$ cat src/rtl/instr_sequencer_if.sv
// Handshake/bus bundle between the host side and the instruction sequencer.
// master: drives run, mem_data, done_vec and valid_op; slave: the sequencer.
interface instr_sequencer_if;
   localparam int unsigned WORD_W = 16;

   logic              run;
   logic [WORD_W-1:0] mem_data;
   logic [WORD_W-1:0] done_vec;
   logic [WORD_W-1:0] valid_op;
   logic              ir_load;
   logic [WORD_W-1:0] ir;
   logic [WORD_W-1:0] start;
   logic              busy;
   logic              halted;
   logic              illegal;
   logic              fault;

   modport master (
      output run, mem_data, done_vec, valid_op,
      input  ir_load, ir, start, busy, halted, illegal, fault
   );

   modport slave (
      input  run, mem_data, done_vec, valid_op,
      output ir_load, ir, start, busy, halted, illegal, fault
   );
endinterface

$ cat src/rtl/instr_sequencer.sv
// Instruction sequencer: fetches a word, decodes its opcode (ir[15:12]) and
// enables the matching instruction FSM until that FSM reports done.
// Optional watchdog on EXEC length: define INSTR_SEQ_WDT_EN to enable it.
// Every output is a register loaded from the next-state decode, so no
// input reaches an output combinationally.
module instr_sequencer #(
   parameter logic [3:0]  HALT_OP    = 4'b1111,
   parameter int unsigned WDT_CYCLES = 32
) (
   input logic               clk,
   input logic               rst,
   instr_sequencer_if.slave  bus
);
   localparam int unsigned WORD_W = 16;
   localparam int unsigned OP_W   = 4;

   localparam logic [2:0] S_IDLE   = 3'b000;
   localparam logic [2:0] S_FETCH  = 3'b001;
   localparam logic [2:0] S_DECODE = 3'b010;
   localparam logic [2:0] S_EXEC   = 3'b011;
   localparam logic [2:0] S_HALT   = 3'b100;
   localparam logic [2:0] S_ERR    = 3'b101;

   // A zero-length watchdog window is meaningless; reject it at elaboration.
   if (WDT_CYCLES < 1) begin : g_wdt_cfg_chk
      $error("WDT_CYCLES must be at least 1");
   end

   logic [2:0]        state_q, state_d;
   logic [WORD_W-1:0] ir_q, ir_d;
   logic [WORD_W-1:0] start_q, start_d;
   logic              ir_load_q, ir_load_d;
   logic              busy_q, busy_d;
   logic              halted_q, halted_d;
   logic              illegal_q, illegal_d;
   logic [OP_W-1:0]   op;
   logic [OP_W-1:0]   op_d;

`ifdef INSTR_SEQ_WDT_EN
   localparam int unsigned WDT_W = $clog2(WDT_CYCLES + 1);
   logic [WDT_W-1:0] wdt_q, wdt_d;
   logic             fault_q, fault_d;
`endif

   assign op   = ir_q[WORD_W-1 -: OP_W];
   assign op_d = ir_d[WORD_W-1 -: OP_W];

   // Next-state, instruction register and registered-output decode.
   always_comb begin
      state_d   = state_q;
      ir_d      = ir_q;
      illegal_d = illegal_q;
`ifdef INSTR_SEQ_WDT_EN
      wdt_d     = wdt_q;
      fault_d   = fault_q;
`endif
      case (state_q)
         S_IDLE: begin
            if (bus.run) state_d = S_FETCH;
         end
         S_FETCH: begin
            ir_d    = bus.mem_data;
            state_d = S_DECODE;
         end
         S_DECODE: begin
            // HALT_OP wins even if its valid_op bit is set.
            if (op == HALT_OP) begin
               state_d = S_HALT;
            end else if (!bus.valid_op[op]) begin
               state_d   = S_ERR;
               illegal_d = 1'b1;
            end else begin
               state_d = S_EXEC;
`ifdef INSTR_SEQ_WDT_EN
               wdt_d   = '0;
`endif
            end
         end
         S_EXEC: begin
            // Only the selected opcode's done bit matters; run is sampled here.
            if (bus.done_vec[op]) begin
               state_d = bus.run ? S_FETCH : S_IDLE;
`ifdef INSTR_SEQ_WDT_EN
            end else if (wdt_q == WDT_W'(WDT_CYCLES - 1)) begin
               state_d = S_ERR;
               fault_d = 1'b1;
            end else begin
               wdt_d = wdt_q + WDT_W'(1);
`endif
            end
         end
         S_HALT:  state_d = S_HALT;
         S_ERR:   state_d = S_ERR;
         default: state_d = S_IDLE;
      endcase

      ir_load_d = (state_d == S_FETCH);
      busy_d    = (state_d == S_FETCH) || (state_d == S_DECODE) || (state_d == S_EXEC);
      halted_d  = (state_d == S_HALT);
      start_d   = (state_d == S_EXEC) ? (WORD_W'(1) << op_d) : '0;
   end

   // State and output registers with synchronous reset.
   always_ff @(posedge clk) begin
      if (rst) begin
         state_q   <= S_IDLE;
         ir_q      <= '0;
         start_q   <= '0;
         ir_load_q <= 1'b0;
         busy_q    <= 1'b0;
         halted_q  <= 1'b0;
         illegal_q <= 1'b0;
`ifdef INSTR_SEQ_WDT_EN
         wdt_q     <= '0;
         fault_q   <= 1'b0;
`endif
      end else begin
         state_q   <= state_d;
         ir_q      <= ir_d;
         start_q   <= start_d;
         ir_load_q <= ir_load_d;
         busy_q    <= busy_d;
         halted_q  <= halted_d;
         illegal_q <= illegal_d;
`ifdef INSTR_SEQ_WDT_EN
         wdt_q     <= wdt_d;
         fault_q   <= fault_d;
`endif
      end
   end

   assign bus.ir      = ir_q;
   assign bus.start   = start_q;
   assign bus.ir_load = ir_load_q;
   assign bus.busy    = busy_q;
   assign bus.halted  = halted_q;
   assign bus.illegal = illegal_q;
`ifdef INSTR_SEQ_WDT_EN
   assign bus.fault   = fault_q;
`else
   assign bus.fault   = 1'b0;
`endif
endmodule

$ cat src/flat_wrapper.sv
// flat-port wrapper written by rule: the top's interface ports become plain ports
module instr_sequencer_flat 
#(
   parameter logic [3:0]  HALT_OP    = 4'b1111,
   parameter int unsigned WDT_CYCLES = 32
)
  (clk, rst, bus_run, bus_mem_data, bus_done_vec, bus_valid_op, bus_ir_load, bus_ir, bus_start, bus_busy, bus_halted, bus_illegal, bus_fault);
  instr_sequencer_if bus_i ();
  input logic clk;
  input logic rst;
  input wire logic [$bits(bus_i.run)-1:0] bus_run;
  input wire logic [$bits(bus_i.mem_data)-1:0] bus_mem_data;
  input wire logic [$bits(bus_i.done_vec)-1:0] bus_done_vec;
  input wire logic [$bits(bus_i.valid_op)-1:0] bus_valid_op;
  output wire logic [$bits(bus_i.ir_load)-1:0] bus_ir_load;
  output wire logic [$bits(bus_i.ir)-1:0] bus_ir;
  output wire logic [$bits(bus_i.start)-1:0] bus_start;
  output wire logic [$bits(bus_i.busy)-1:0] bus_busy;
  output wire logic [$bits(bus_i.halted)-1:0] bus_halted;
  output wire logic [$bits(bus_i.illegal)-1:0] bus_illegal;
  output wire logic [$bits(bus_i.fault)-1:0] bus_fault;
  assign bus_i.run = bus_run;
  assign bus_i.mem_data = bus_mem_data;
  assign bus_i.done_vec = bus_done_vec;
  assign bus_i.valid_op = bus_valid_op;
  assign bus_ir_load = bus_i.ir_load;
  assign bus_ir = bus_i.ir;
  assign bus_start = bus_i.start;
  assign bus_busy = bus_i.busy;
  assign bus_halted = bus_i.halted;
  assign bus_illegal = bus_i.illegal;
  assign bus_fault = bus_i.fault;
  instr_sequencer #(.HALT_OP(HALT_OP), .WDT_CYCLES(WDT_CYCLES)) u_core (.clk(clk), .rst(rst), .bus(bus_i));
endmodule
$ cat config.mk
export PLATFORM = sky130hd
export DESIGN_NAME = instr_sequencer_flat
export DESIGN_NICKNAME = d
export VERILOG_FILES = /design/src/rtl/instr_sequencer_if.sv /design/src/rtl/instr_sequencer.sv /design/src/flat_wrapper.sv
export SDC_FILE = /design/constraint.sdc
export NUM_CORES = 1
export LEC_CHECK = 0
export BUFFER_PORTS_ARGS = -buffer_cell sky130_fd_sc_hd__buf_2
export CORE_AREA = 4 4 70 66
export DETAILED_ROUTE_END_ITERATION = 8
export DIE_AREA = 0 0 74 70
export GPL_ROUTABILITY_DRIVEN = 1
export PLACE_DENSITY = 0.82
export RECOVER_POWER = 25
export SLEW_MARGIN = 20
export SYNTH_ARGS = -nofsm -noshare
export SYNTH_HDL_FRONTEND = slang
export SYNTH_SLANG_ARGS = --single-unit
$ cat constraint.sdc
create_clock -name clk -period 3.4 [get_ports clk]
set_input_delay 0.68 -clock clk [delete_from_list [all_inputs] [get_ports clk]]
set_output_delay 0.68 -clock clk [all_outputs]
set_load 0.01 [all_outputs]
# --- After elaboration in Yosys (flattened, before gate mapping) ---
# Cells that the tools add are included.
word_totals:
  reg_bits: 39
  input_bits: 51
  output_inout_bits: 37
  word_cells: 39
op_classes:
  n_lt_le_gt_ge: 1
  n_eq_ne: 10
  n_shift: 1
  n_mux: 11
  bitwise: 3
  n_reduce_logical: 5
op_table:
  columns: ["op", "count"]
  rows:
  - ["case mux 3 bit (6 select lines)", 1]
  - ["2-to-1 mux 16 bit", 1]
  - ["<< shifter 1 x 4 -> 16 bit, first input constant", 1]
  - ["equality test 3 x 2 -> 1 bit, second input constant", 4]
  - ["2-to-1 mux 3 bit", 4]
  - ["equality test 3 bit, second input constant", 3]
  - ["binary-select mux 1 bit (select 4 bit)", 2]
  - ["equality test 3 x 1 -> 1 bit, second input constant", 2]
  - ["< comparator 4 x 5 -> 1 bit, second input constant", 1]
  - ["equality test 4 bit, second input constant", 1]
  - ["logical NOT 3 bit", 1]
  - ["2-to-1 mux 1 bit", 3]
  - ["NOT 1 bit", 3]
  - ["AND reduction 3 bit", 1]
  - ["logical OR 1 bit", 2]
  - ["OR reduction 2 bit", 1]

# --- Logic depth before layout (Yosys ltp) ---
# Gate-level depths: netlist of the first run.
logic_depth:
  ltp_word: 8
  mapped_depth: 8
  mapped_depth_nobuf: 5

# --- Least setup slack after synthesis of the first run ---
# No wires, ideal clock.
synth_timing:
  path_type: "input-to-reg"
  from: "in bus_valid_op[11]"
  to: "reg u_core.start_q[15], in the netlist u_core.bus.start[15]"
  arrival_ns: 2.081
  required_time_ns: 3.266
  path_slack_ns: 1.185
  cell_stages: 6
  n_path_buf: 1
  path_cell_list: "mux4_1 > mux2i_1 > mux2i_4 > a311oi_4 > buf_6 > nor4_1"
synth_between:
  elab_chain_len: 8
synth_rtl:
  columns: ["element", "line_no", "source"]
  rows:
  - ["start: declaration", "flat_wrapper.sv:14", "input wire logic [$bits(bus_i.valid_op)-1:0] bus_valid_op;"]
  - ["binary-select mux 1 bit (select 4 bit)", "instr_sequencer.sv:69", "end else if (!bus.valid_op[op]) begin"]
  - ["2-to-1 mux 1 bit (not written as such)", "instr_sequencer.sv:69", null]
  - ["2-to-1 mux 3 bit", "instr_sequencer.sv:69", null]
  - ["2-to-1 mux 3 bit", "instr_sequencer.sv:67", "if (op == HALT_OP) begin"]
  - ["case mux 3 bit (6 select lines)", "instr_sequencer.sv:57", "case (state_q)"]
  - ["equality test 3 x 2 -> 1 bit", "instr_sequencer.sv:100", "start_d = (state_d == S_EXEC) ? (WORD_W'(1) << op_d) : '0;"]
  - ["NOT 1 bit (no source line)", null, null]
  - ["OR reduction 2 bit (no source line)", null, null]
  - ["end signal: assignment", "instr_sequencer.sv:120", "start_q <= start_d;"]
  - ["end: declaration", "instr_sequencer.sv:31", "logic [WORD_W-1:0] start_q, start_d;"]
# No other way between the ends. The select of a mux whose other input is x is not followed.
# A chain may end at the register's enable or synchronous reset.

# --- Final worst setup path of the first run ---
layout_timing:
  from: "reg u_core.ir_q[13], in the netlist u_core.bus.ir[13]"
  to: "reg u_core.start_q[5], in the netlist u_core.bus.start[5]"
layout_between:
  elab_chain_len: 8
  word_cells_on_any_way: 14
  classes_between: "2 x eq/ne; 1 x shift; 9 x mux; 1 x bitwise; 1 x reduce/logical"
layout_rtl:
  columns: ["element", "line_no", "source"]
  rows:
  - ["start: declaration", "instr_sequencer.sv:30", "logic [WORD_W-1:0] ir_q, ir_d;"]
  - ["start signal: assignment", "instr_sequencer.sv:119", "ir_q <= ir_d;"]
  - ["binary-select mux 1 bit (select 4 bit)", "instr_sequencer.sv:69", null]
  - ["2-to-1 mux 1 bit (not written as such)", "instr_sequencer.sv:69", null]
  - ["2-to-1 mux 3 bit", "instr_sequencer.sv:69", null]
  - ["2-to-1 mux 3 bit", "instr_sequencer.sv:67", null]
  - ["case mux 3 bit (6 select lines)", "instr_sequencer.sv:57", null]
  - ["equality test 3 x 2 -> 1 bit", "instr_sequencer.sv:100", null]
  - ["NOT 1 bit (no source line)", null, null]
  - ["OR reduction 2 bit (no source line)", null, null]
# Parallel ways exist; a longest one is shown, timed or not. The select of a mux whose other input is x is not followed.

==> impl_metrics.csv, run 1 <==
group,metric,value,unit
synthesis,ys_top_cells_by_count,"nand2_1, dfxtp_1, a21oi_1",
setup_path,path_cells,"mux4_1, mux2i_1, mux2i_4, a311oi_4, nor4_1",
synthesis,netlist_top_cells_area,"dfxtp_1, nand2_1, mux4_1",
placed_design,dpl-instance-area,2255,µm²
grt,grt_usage,0.1789,
timing,finalMaxSlewViolations,0,
synthesis,ys.flop_type,"dfxtp_1",
timing,max_slew_margin,0.5017,
timing,min_period,2.671,ns
power,power,1.101,mW
routing,antenna_left,0,
routing,wl_per_cell,13.88,µm
synthesis,yosysMostFrequentCell,"nand2_1",
routing,first_pass_iters,6,
grt,antenna_found_initial,0,
floorplanning,ios,88,
final_layout,num-fill-cells,391,
routing,via_count,1772,
clocking,post_cts_resized,0,
setup_path,required,3.53,ns
floorplanning,die_area,5180,µm²
synthesis,ys_async_sr_fraction,0,
power,power_density,475.0,nW/µm²
clocking,cts_buffers,5,
clocking,clk_path_buf_depth,2,
timing,fin_tns_setup,0,ns
synthesis,syn_area_per_cell,9.001,µm²
final_layout,area_growth,24.97,%
power,comb_power_share,0.256,
synthesis,ys_seq_area_frac,0.4211,
power,p_int,0.7455,mW
flow_run,cap_violations,0,
placed_design,hpwl,3.422,mm
synthesis,postSynthCellCount,206,
final_layout,layout-drive-gt1-share,0.2933,
grt,grt_pass1_vias,1579,
synthesis,yosys_warnings,0,
setup_path,start_kind,"register",
power,peakVddDrop,0.2593,mV
setup_path,cpPeakStageDelay,0.69,ns
timing,hold_violations,0,
setup_path,path_max_fanout,17,
final_layout,design_area,2317,µm²
placed_design,numPortBuffers,86,
setup_path,worst-setup-path-type,"register to register",
clocking,post-cts-setup-buffers,0,
synthesis,ys_ff_latch,39,
routing,drt-total-wl,4.594,mm
timing,fin_skew,0.006519,ns
final_layout,n_antenna_cell,0,
synthesis,synthDistinctLibCells,38,
synthesis,synth_fp_nets,257,
power,switchingPower,0.3552,mW
floorplanning,die_w,74,µm
floorplanning,die_h,70,µm
synthesis,synth_edf_count,0,
timing,tightest_slew,0.7475,ns
floorplanning,coreArea,3936,µm²
power,p_leak,0.9266,nW
routing,vias_per_cell,5.353,
timing,setup_viol,0,
final_layout,fin_nets,333,
grt,grt_max_degree,38,
setup_path,crit_slowest_cell,"dfxtp_1",
synthesis,synth_top_area_cell,"dfxtp_1",
clocking,hold_buffers,0,
routing,first_iter_violations,132,
final_layout,seq_area,780.7,µm²
clocking,cts.sinks,39,
clocking,htreeDepth,2,
timing,fmax,374.4,MHz
setup_path,end_kind,"register",
clocking,cts_tree,"done",
floorplanning,initial_core_util,0.4711,
outcome,status,"complete, no violations",
grt,grt_overflow,0,
synthesis,synth.top_cell.area_share,0.4211,
power,switching_share,0.3227,
final_layout,multi_input_area,972.2,µm²
clocking,cts_root_buf,"clkbuf_8",
clocking,path_clk_slew,0.07,ns
routing,drc,0,
grt,grt_pass1_wl,7.334,mm
synthesis,synth_area,1854,µm²
timing,fin_crit_sh,0.7855,
clocking,clock_latency,0.28,ns
floorplanning,rows,22,
setup_path,critPathArrivalTime,2.80,ns
placed_design,gp_congestion,0.8317,
min_path,hold_class,"register to register",
power,p_seq_frac,0.475,
timing,rsz0062_at_grt,"no",
power,p_clk_frac,0.268,
[layout by cell type (no fill, tap or decap), types with 2 or more instances in the layout]
cell type / synthesis / routed
mux2i_1: 8 / 8
nand2_1: 52 / 52
o21ai_0: 7 / 7
mux4_1: 5 / 5
dfxtp_1: 39 / 39
o31ai_1: 2 / 2
clkbuf_8: 0 / 5
or3_1: 2 / 2
nand3b_1: 4 / 4
buf_2: 4 / 68
clkbuf_1: 7 / 19
nand2b_1: 5 / 5
mux4_2: 2 / 2
nand3_1: 2 / 2
a21oi_1: 17 / 17
nor2_1: 8 / 8
nor4_1: 15 / 15
[final timing paths]
path / start / to / slack [ns] / cells after the start
worst max-delay path: u_core.bus.ir[13]$_SDFF_PP0_ / u_core.bus.start[5]$_SDFF_PP0_ / 0.73 / 5
worst min-delay path: u_core.bus.ir[4]$_SDFFE_PP0P_ / u_core.bus.ir[4]$_SDFFE_PP0P_ / 0.45 / 2
worst max register to register: u_core.bus.ir[13]$_SDFF_PP0_ / u_core.bus.start[5]$_SDFF_PP0_ / 0.73 / 5
worst min register to register: u_core.bus.ir[4]$_SDFFE_PP0P_ / u_core.bus.ir[4]$_SDFFE_PP0P_ / 0.45 / 2
[stage by stage]
stage | hold WS [ns] | setup WS (ns) | util | std cells
floorplan | 0.4805 | 1.185 | - | 206
global placement | 0.4390 | 0.8664 | 0.5728 | 323
detailed placement | 0.4435 | 0.7409 | 0.5728 | 323
CTS | 0.4535 | 0.7357 | 0.5944 | 331
global route | 0.4696 | 0.5904 | 0.5887 | 331
finish | 0.4526 | 0.7294 | 0.5887 | 331
[power groups by stage]
stage | logic, mW | registers (mW) | clock network, mW
floorplan | 0.211 | 0.526 | 0
global placement | 0.278 | 0.531 | 0
detailed placement | 0.282 | 0.533 | 0
CTS | 0.283 | 0.523 | 0.303
global route | 0.311 | 0.528 | 0.326
finish | 0.282 | 0.523 | 0.295
[worst max-delay path, delay by kind of cell, from the launching register on]
kind / cells / cell delay (ns)
muxes: 3 / 1.04
and+or+nand+nor: 1 / 0.14
DFF: 1 / 0.69
AOI/OAI and AO/OA: 1 / 0.64
[sequential cells by signal (all words and copies together), names as in the netlist]
| register | count |
|---|---|
| u_core.bus.busy | 1 |
| u_core.bus.halted | 1 |
| u_core.bus.illegal | 1 |
| u_core.bus.ir | 16 |
| u_core.bus.ir_load | 1 |
| u_core.bus.start | 16 |
| u_core.state_q | 3 |
[final cells by class]
class	instances	area share
Inverter	1	0.001620
Clock buffer	6	0.03132
Timing Repair Buffer	87	0.1793
Multi-Input combinational cell	148	0.4195
Tap cell	48	0.02592
Sequential cell	39	0.3369
Clock inverter	2	0.005400
[metal layers]
layer / vias to the layer above / global-route usage / part of all wire
li1: 882 / - / -
met1: 815 / 0.2280 / 0.39
met2: 71 / 0.2805 / 0.51
met3: 4 / 0.07194 / 0.089
met4: 0 / 0.04225 / 0.0083
met5: - / 0 / 0
[cells by family (layout without fill, tap and decap cells)]
logic type	count (synthesis)	after routing	share of synthesized area
and+or+nand+nor	98	98	0.2557
buffers and inverters	19	96	0.05735
AOI/OAI and AO/OA	33	33	0.1134
other	1	1	0.002022
muxes	16	16	0.1505
DFF	39	39	0.4211
Power figures use the tool's default switching activity.
==> inputs of run 2 (changes only) <==
--- a/config.mk
+++ b/config.mk
@@ -5,12 +5,13 @@
 export SDC_FILE = /design/constraint.sdc
 export NUM_CORES = 1
 export LEC_CHECK = 0
+export ABC_AREA = 1
 export BUFFER_PORTS_ARGS = -buffer_cell sky130_fd_sc_hd__buf_2
-export CORE_AREA = 4 4 70 66
+export CORE_AREA = 4 4 76 71
 export DETAILED_ROUTE_END_ITERATION = 8
-export DIE_AREA = 0 0 74 70
+export DIE_AREA = 0 0 80 75
 export GPL_ROUTABILITY_DRIVEN = 1
-export PLACE_DENSITY = 0.82
+export PLACE_DENSITY = 0.74
 export RECOVER_POWER = 25
 export SLEW_MARGIN = 20
 export SYNTH_ARGS = -nofsm -noshare
==> constraint.sdc (replaced) <==
create_clock -name clk -period 2.33 [get_ports clk]
set_input_delay 0.466 -clock clk [delete_from_list [all_inputs] [get_ports clk]]
set_output_delay 0.466 -clock clk [all_outputs]
set_load 0.01 [all_outputs]
==> impl_metrics.csv, run 2 <==
group,metric,value,unit
outcome,status,"complete, no violations",
synthesis,synth_top_area_cell,"dfxtp_1",
synthesis,ys_ff_latch,39,
floorplanning,rows,24,
setup_path,reg2regPathDepth,11,
final_layout,fin_util,0.5174,
placed_design,gp_congestion,0.7685,
power,p_seq_frac,0.387,
synthesis,ys.flop_type,"dfxtp_1",
routing,vias_per_cell,4.365,
synthesis,synthDistinctLibCells,29,
grt,grt_pass1_wl,7.086,mm
clocking,cts_buffers,5,
flow_run,cap_violations,0,
setup_path,required,2.55,ns
min_path,hp-start,"rst",
timing,max_slew_margin,0.6187,
power,p_leak,1.312,nW
timing,fmax,553.0,MHz
setup_path,path_max_fanout,14,
timing,fin_crit_sh,0.7761,
routing,drt-total-wl,4.200,mm
timing,fin_tns_setup,0,ns
synthesis,yosys_warnings,0,
timing,finalMaxSlewViolations,0,
grt,grt_pass1_vias,1706,
clocking,path_clk_slew,0.08,ns
routing,drc,0,
clocking,hold_buffers,0,
routing,first_pass_iters,6,
setup_path,worst-setup-path-type,"register to register",
clocking,htreeDepth,2,
floorplanning,initial_core_util,0.4022,
floorplanning,die_w,80,µm
floorplanning,die_area,6000,µm²
final_layout,layout-drive-gt1-share,0.2980,
synthesis,yosysMostFrequentCell,"nor2_1",
grt,antenna_found_initial,0,
synthesis,synth.top_cell.area_share,0.4143,
setup_path,timing.rr.start,"u_core.bus.ir[12]$_SDFF_PP0_",
floorplanning,coreArea,4684,µm²
min_path,hold_class,"input port to register",
power,power_density,871.8,nW/µm²
routing,first_iter_violations,51,
timing,rsz0062_at_grt,"no",
min_path,min_delay_path_depth,2,
synthesis,postSynthCellCount,261,
setup_path,end_kind,"register",
placed_design,numPortBuffers,86,
timing,tightest_slew,0.5713,ns
final_layout,final_cell_mix,"buf_2, nor2_1, nand2_1, dfxtp_1, inv_1",
timing,setup_viol,0,
timing,hold_violations,0,
power,peakVddDrop,0.4029,mV
synthesis,ys_seq_area_frac,0.4143,
clocking,cts_root_buf,"clkbuf_8",
routing,wl_per_cell,10.14,µm
setup_path,critPathArrivalTime,2.02,ns
power,switchingPower,0.7596,mW
synthesis,netlist_top_cells_area,"dfxtp_1, nor2_1, nand2_1",
synthesis,synth_edf_count,0,
placed_design,hpwl,3.309,mm
timing,min_period,1.808,ns
final_layout,final_common_cell,"buf_2",
clocking,cts.sinks,39,
clocking,post-cts-setup-buffers,0,
power,p_int,1.353,mW
setup_path,start_kind,"register",
power,switching_share,0.3595,
clocking,post_cts_resized,0,
final_layout,area_growth,28.62,%
clocking,cts_tree,"done",
min_path,min_to,"u_core.state_q[1]$_SDFF_PP0_",
synthesis,synth_area,1884,µm²
floorplanning,die_h,75,µm
grt,grt_usage,0.1498,
setup_path,r2r_setup_slack,0.52,ns
final_layout,fin_nets,399,
synthesis,synth_fp_nets,312,
synthesis,syn_area_per_cell,7.220,µm²
grt,grt_overflow,0,
setup_path,reg2reg_to,"u_core.bus.start[5]$_SDFF_PP0_",
power,comb_power_share,0.356,
routing,antenna_left,0,
synthesis,ys_async_sr_fraction,0,
routing,via_count,1807,
power,p_clk_frac,0.257,
clocking,clk_path_buf_depth,2,
clocking,clock_latency,0.28,ns
floorplanning,ios,88,
timing,fin_skew,0.005912,ns
grt,grt_max_degree,26,
synthesis,ys_top_cells_by_count,"nor2_1, nand2_1, dfxtp_1",
final_layout,n_antenna_cell,0,
==> run 2: cell count changes in the layout (fill, tap and decap cells not counted), moves of 7 or more <==
| cell | change |
|---|---|
| nand2_2 | +7 |
| nand3_2 | +7 |
| nor4_1 | -15 |
| nand2_1 | -7 |
| a21oi_1 | -15 |
| mux2i_1 | -8 |
| inv_1 | +35 |
| nand3_1 | +19 |
| nor2_1 | +50 |
==> run 2: power groups by stage <==
stage / clock [mW] / sequential (mW) / combinational (mW)
after floorplan: 0 / 0.857 / 0.563
after global placement: 0 / 0.831 / 0.758
after detailed placement: 0 / 0.834 / 0.766
after CTS: 0.559 / 0.819 / 0.768
after global routing: 0.595 / 0.833 / 0.861
final: 0.542 / 0.819 / 0.752
==> run 2: through the flow <==
| step | std cells | setup slack [ns] | power, mW | cell area [µm²] | hold WS [ns] |
|---|---|---|---|---|---|
| after floorplan | 261 | 0.8890 | 1.420 | 1884 | 0.5091 |
| after global placement | 406 | 0.5754 | 1.589 | 2333 | 0.4447 |
| after detailed placement | 406 | 0.5123 | 1.600 | 2333 | 0.4539 |
| after CTS | 414 | 0.4987 | 2.147 | 2446 | 0.4105 |
| after global routing | 414 | 0.2778 | 2.289 | 2424 | 0.4279 |
| final | 414 | 0.5218 | 2.113 | 2424 | 0.4227 |
==> run 2: worst max-delay path by stage <==
stage	start	to	slack, ns	cells after the start
2_1_floorplan	u_core.bus.ir[12]$_SDFF_PP0_	u_core.bus.start[10]$_SDFF_PP0_	0.89	12
3_3_place_gp	u_core.bus.ir[12]$_SDFF_PP0_	u_core.bus.start[12]$_SDFF_PP0_	0.58	11
3_5_place_dp	u_core.bus.ir[12]$_SDFF_PP0_	u_core.bus.start[5]$_SDFF_PP0_	0.51	11
4_1_cts	u_core.bus.ir[12]$_SDFF_PP0_	u_core.bus.start[5]$_SDFF_PP0_	0.50	11
5_1_grt	u_core.bus.ir[12]$_SDFF_PP0_	u_core.bus.start[7]$_SDFF_PP0_	0.28	11
6_report	u_core.bus.ir[12]$_SDFF_PP0_	u_core.bus.start[5]$_SDFF_PP0_	0.52	11
==> run 2: cell families after synthesis <==
| group | synth area share |
|---|---|
| compound gates | 0.06707 |
| flops | 0.4143 |
| simple gates | 0.3938 |
| other cells | 0.001990 |
| buf+inv | 0.1228 |
==> run 2: area by class of cell <==
type | instances | area [µm²]
Tap cell | 65 | 81.33
Multi-Input combinational cell | 176 | 872.1
Clock inverter | 3 | 43.79
Clock buffer | 5 | 68.82
Timing Repair Buffer | 89 | 430.4
Inverter | 37 | 146.4
Sequential cell | 39 | 780.7
Fill cell | 500 | 2261
==> run 2: critical path, stage by stage (launching register included) <==
cell and delay, ns:
dfxtp_1 0.69, buf_4 0.24, nand2_1 0.05, nand3_1 0.07
nand2_1 0.05, nand2_1 0.06, nand2_2 0.06, nor2_4 0.09
nand2_4 0.08, nand2_4 0.10, nand3_4 0.11, nor2_1 0.14
==> run 2: metal layers <==
layer,global-route usage,routed length (µm),up-vias
met2,0.2601,2071,40
met4,0.03565,23,0
li1,-,-,976
met1,0.1824,1828,787
met5,0,0,-
met3,0.04785,276,4
